<file path="config.mk">
export PLATFORM = sky130hd
export DESIGN_NAME = fft_unload8
export DESIGN_NICKNAME = d
export VERILOG_FILES = /design/src/rtl/fft_unload8.sv
export SDC_FILE = /design/constraint.sdc
export NUM_CORES = 1
export LEC_CHECK = 0
export BUFFER_PORTS_ARGS = -buffer_cell sky130_fd_sc_hd__buf_2
export CORE_UTILIZATION = 45
export DETAILED_ROUTE_END_ITERATION = 10
export PLACE_DENSITY = 0.64
export REMOVE_ABC_BUFFERS = 1
export SLEW_MARGIN = 20
export SYNTH_ARGS = -nofsm -noshare
export SYNTH_HDL_FRONTEND = slang
export SYNTH_SLANG_ARGS = --single-unit
</file>
<file path="constraint.sdc">
create_clock -name clk -period 18.4 [get_ports clk]
set_clock_uncertainty 0.05 [all_clocks]
set_input_delay 1.84 -clock clk [delete_from_list [all_inputs] [get_ports clk]]
set_output_delay 1.84 -clock clk [all_outputs]
set_load 0.05 [all_outputs]
</file>
<file path="src/rtl/fft_unload8.sv">
// fft_unload8 -- output-side unloader for the 8-point FFT core.
//
// Captures one parallel 8-bin complex frame per valid/ready handshake into
// one of two ping-pong banks, then replays the frame serially, one complex
// sample per accepted cycle. The core hands over bins in bit-reversed slot
// order; the read side undoes that, so bins leave in natural order 0..7.
// Two banks let the next frame land while the current one drains, which
// sustains one frame every 8 cycles.
//
// Ports
//   clk, rst        clock (rising edge), asynchronous active-high reset
//   par_val_i       parallel frame valid
//   par_rdy_o       parallel frame ready (registered state only)
//   par_dat_re_i    8 packed real parts, slot j at [(8-j)*DATA_WD-1 -: DATA_WD]
//   par_dat_im_i    8 packed imaginary parts, same packing
//   ser_val_o       serial sample valid
//   ser_rdy_i       serial sample ready (downstream backpressure)
//   ser_dat_re_o    real part of bin ser_idx_o (0 when not valid)
//   ser_dat_im_o    imaginary part of bin ser_idx_o (0 when not valid)
//   ser_idx_o       natural-order bin index
//   ser_last_o      high with ser_val_o on bin 7
module fft_unload8 #(
    parameter int DATA_WD = 16
) (
    input  logic                   clk,
    input  logic                   rst,
    input  logic                   par_val_i,
    output logic                   par_rdy_o,
    input  logic [8*DATA_WD-1:0]   par_dat_re_i,
    input  logic [8*DATA_WD-1:0]   par_dat_im_i,
    output logic                   ser_val_o,
    input  logic                   ser_rdy_i,
    output logic [DATA_WD-1:0]     ser_dat_re_o,
    output logic [DATA_WD-1:0]     ser_dat_im_o,
    output logic [2:0]             ser_idx_o,
    output logic                   ser_last_o
);

    logic [DATA_WD-1:0] bank_re [2][8];
    logic [DATA_WD-1:0] bank_im [2][8];
    logic [1:0]         full;
    logic [1:0]         full_nxt;
    logic               wr_bank;
    logic               rd_bank;
    logic [2:0]         rd_cnt;
    logic [2:0]         rd_slot;
    logic               wr_fire;
    logic               rd_fire;
    logic               rd_last_fire;

    assign par_rdy_o    = ~full[wr_bank];
    assign ser_val_o    = full[rd_bank];
    assign ser_idx_o    = rd_cnt;
    assign ser_last_o   = ser_val_o & (rd_cnt == 3'd7);

    assign wr_fire      = par_val_i & par_rdy_o;
    assign rd_fire      = ser_val_o & ser_rdy_i;
    assign rd_last_fire = rd_fire & (rd_cnt == 3'd7);

    // Natural bin k lives in slot bitrev3(k).
    assign rd_slot      = {rd_cnt[0], rd_cnt[1], rd_cnt[2]};

    assign ser_dat_re_o = ser_val_o ? bank_re[rd_bank][rd_slot] : '0;
    assign ser_dat_im_o = ser_val_o ? bank_im[rd_bank][rd_slot] : '0;

    // A write can only target an empty bank and a last read only a full one,
    // so when both happen in one edge they always touch different banks.
    always_comb begin
        full_nxt = full;
        if (wr_fire)
            full_nxt[wr_bank] = 1'b1;
        if (rd_last_fire)
            full_nxt[rd_bank] = 1'b0;
    end

    always_ff @(posedge clk or posedge rst) begin
        if (rst) begin
            full    <= '0;
            wr_bank <= 1'b0;
            rd_bank <= 1'b0;
            rd_cnt  <= '0;
            for (int b = 0; b < 2; b++) begin
                for (int j = 0; j < 8; j++) begin
                    bank_re[b][j] <= '0;
                    bank_im[b][j] <= '0;
                end
            end
        end else begin
            full <= full_nxt;
            if (wr_fire) begin
                for (int j = 0; j < 8; j++) begin
                    bank_re[wr_bank][j] <= par_dat_re_i[(7-j)*DATA_WD +: DATA_WD];
                    bank_im[wr_bank][j] <= par_dat_im_i[(7-j)*DATA_WD +: DATA_WD];
                end
                wr_bank <= ~wr_bank;
            end
            if (rd_fire) begin
                rd_cnt <= rd_cnt + 3'd1;
                if (rd_cnt == 3'd7)
                    rd_bank <= ~rd_bank;
            end
        end
    end

endmodule
</file>
==> results.md <==
- The critical path is of the flip-flop to output port type.
- The endpoint with the worst hold slack is bank_im[202].
- The leakage power is 12.0 nW.
- The core occupancy in the finished layout is 0.534.
- Along the worst hold path, the cell count comes to 1.
- The filler cell count is about 4200.
- After synthesis the cells add up to roughly 23000 um^2.
- The CTS sink count is approximately 520.
- The DRC violation count after routing is 0.
- STA classifies the critical path startpoint as a flip-flop.
- During synthesis, Yosys emitted a total of 0 warnings.
- The tightest hold margin is around 0.43 ns.
- The total vias in the final route is between 10000 and 15000.
- The post-CTS resize count is 0.
- The number of antenna violations at the first check in global routing is 22.
- The startpoint of the worst-slack reg-to-reg timing path is rd_bank.
- The worst hold path startpoint is bank_im[202].
- In the global route stage, overall resource usage came out at 0.204.
- Setup total negative slack on the finished layout was measured at 0 ns.
- The congestion estimate from routability-driven global placement came to 0.741.
- 298 I/O pins were placed.
- Once placement finished, the instance area stood at 25200 um^2.
- Dividing the final minimum period by the clock period gives 0.343.
- The level count of the clock H-tree is 2.
- Counting flops with a built-in enable in the synthesized netlist gives 0.
- After clock tree synthesis, the clock-pin slew on the worst setup and hold paths is 0.06 ns.
- The antenna violation net count after detailed routing is 0.
- In the synthesized netlist the async set-or-reset flop fraction comes to 1.00.
- For this run, the register share of the synthesized area comes to 0.559.
- Among all stages on the critical path, the largest delay is contributed by buf_4.
- The via count of the first global-routing pass is about 15000.
- The buffer type at the clock tree root is clkbuf_16.
- The first global-routing pass estimated 83500 um of wire.
- The layout overhead on the synthesized area is 16.4%.
- The number of buffers and inverters on the critical path is 3.
- The setup slack after placement is 12.63 ns.
- Among all flip-flop cells after synthesis, the most frequent one is dfrtp_1.
- The area used by sequential logic in the layout is roughly 13000 um^2.
- Setup violations remaining at the end of the flow were counted as 0.
- The final layout contains routed wiring with a total length of 51700 um.
- The worst path in the final design needs a cycle of between 6 and 7 ns, including I/O delays and setup.
- TritonCTS created 56 clock buffers.
- The worst register-to-register path ends at full[0].
- The endpoint class of the critical path is an output port.
- The flow ran to the end, and the final reports show no timing, DRC or antenna violations.
- The number of pins exceeding their max-slew limit in the final report is 0.
- The floorplan step set the die width to roughly 230 um.
- For this run, the top clock speed supported by timing is 158 MHz.
- The first routing iteration left 610 violations.
- The multi-input combinational cells in the finished layout cover a total of about 9700 um^2.
- The number of library cell types mapped by synthesis is 22.
- The total setup buffers inserted after CTS is 0.
- The port buffer count is 297.
- Summed over all layers, the global routing overflow is 0.
- The number of placed cells counting well taps is between 2000 and 2500.
- The endpoint required time on the critical path is approximately 17 ns.
- The number of nets in the layout is roughly 1900.
- Dividing total power by cell area gives a power density of around 190 nW/um^2.
- The core outline area is approximately 51000 um^2.
- The final critical-path setup slack is 12.09 ns.
- The number of hold buffers added after CTS is 0.
- Among the stages of the critical path, the cell type that occurs most often is buf_4.
- Dividing the synthesized area by the synthesized cell count gives roughly 17 um^2.
- Traced cell by cell, the critical path runs through buf_4 -> buf_4 -> mux4_2 -> mux2i_1 -> o22ai_1 -> buf_2.
- The clock reaches the later pin of the worst-skew pair after around 0.6 ns.
- The length in cells of the worst reg-to-reg path is 4.
- In this design, the largest share of critical-path delay is due to buffers and inverters.
- The per-cell via count in the routed design is about 5.5.
- The longest clock path from root to sink contains 3 buffers.
- The overall power after layout is roughly 5.3 mW.
- The die height is 229 um.
- The transition time of the tightest slew-check pin is around 1.1 ns.
- The pin count of the biggest net entering global routing is 188.
- The filler-free cell count of the finished design is between 2000 and 2500.
- On the worst path, the slowest cell contributes a delay of just under 0.9 ns.
- The max-slew headroom at the worst pin is 0.299.
- The cell count after synthesis came out at about 1400.
- The share of layout cells above drive strength 1 is 0.384.
- The worst-case IR drop observed on VDD is about 100 uV.
- The final instance area is approximately 27000 um^2.
- TritonCTS built the clock tree.
- The initialized floorplan defines 82 standard-cell rows.
- The arrival time reported for the critical path endpoint is 4.42 ns.
- Setup repair after global routing left no endpoint under its margin.
- The die covers between 50000 and 60000 um^2.
- The number of hold-slack violations in the final timing report is 0.
- Synthesis inferred ~520 register bits.
- Summed over all nets, the half-perimeter wirelength after detailed placement is around 32000 um.
- The first-pass iteration count of the detailed router is 4.
- The path class of the lowest-slack min-delay path is flip-flop to flip-flop.
- The initial standard-cell utilization of the core is 0.459.
- The number of maximum-capacitance constraint violations is 0.
- In the final routed layout, each cell accounts on average for between 20 and 25 um.
- The flop-to-flop setup slack is 15.28 ns.
- The largest fanout on the critical path is 53.
how the worst max path moves through the flow:
stage	slack [ns]	depth (start not counted)	from	endpoint
final	12.09	6	rd_bank	ser_dat_im_o[6]
after global routing	11.77	6	rd_bank	ser_dat_im_o[2]
after CTS	11.95	6	rd_bank	ser_dat_im_o[6]
after detailed placement	12.63	6	rd_bank	ser_dat_im_o[6]
after global placement	12.65	6	rd_bank	ser_dat_re_o[5]
after floorplan	2.01	1	rst	bank_im[0]
state kept, by name (all words and copies together), names as in the netlist:
signal and flops:
bank_re 256, bank_im 256, wr_bank 1, rd_bank 1
ser_idx_o 3, full 2
report_power, final:
| group | internal [mW] | switching, mW |
|---|---|---|
| sequential | 1.72 | 0.342 |
| clock | 0.647 | 0.450 |
| combinational | 1.06 | 1.05 |
| total | 3.43 | 1.84 |
cell usage after synthesis, types with 2 or more instances:
library cell / number / area, um^2
clkbuf_1: 8 / 30.0
ha_1: 2 / 25.0
mux2_1: 404 / 4550
buf_4: 16 / 120
buf_2: 64 / 320
o22ai_1: 32 / 200
nand2_1: 9 / 33.8
dfrtp_1: 519 / 13000
mux4_2: 128 / 2880
mux2_2: 111 / 1250
buf_6: 10 / 113
mux2i_1: 65 / 651
and2_1: 2 / 12.5
metal layers:
layer / global-route usage / routed length (um)
met1: 0.268 / 22700
met2: 0.331 / 24800
met3: 0.0519 / 2750
met4: 0.0650 / 1270
met5: 0 / 176
layout make-up:
class | instances | share of cell area
Inverter | 1 | 0.000417
Antenna cell | 7 | 0.000648
Tap cell | 672 | 0.0311
Multi-Input combinational cell | 761 | 0.358
Clock inverter | 18 | 0.00560
Timing Repair Buffer | 317 | 0.0625
Sequential cell | 519 | 0.481
Clock buffer | 83 | 0.0612
cells in the final DEF, fill, tap and decap left out, drive strengths merged:
cell type	count
nand2b	1
mux2	515
mux4	128
nand2	9
a31oi	1
nand3	1
a41oi	1
buf	317
o22ai	32
dfrtp	519
xnor2	1
ha	2
nor2	1
nand3b	1
o21ai	1
inv	4
diode	7
and2	2
clkinv	13
mux2i	65
bufinv	2
clkbuf	83
cell families (layout without fill, tap and decap cells):
kind of cell / Yosys count / count (layout) / synth area share
buffers and inverters: 99 / 419 / 0.0253
and+or+nand+nor: 15 / 15 / 0.00296
AOI/OAI and AO/OA: 35 / 35 / 0.00948
DFF: 519 / 519 / 0.559
adders and majority gates: 2 / 2 / 0.00108
muxes: 708 / 708 / 0.402
other: 0 / 7 / 0
xor gates and xnor gates: 1 / 1 / 0.000377
(Power assumes the default switching activity.)
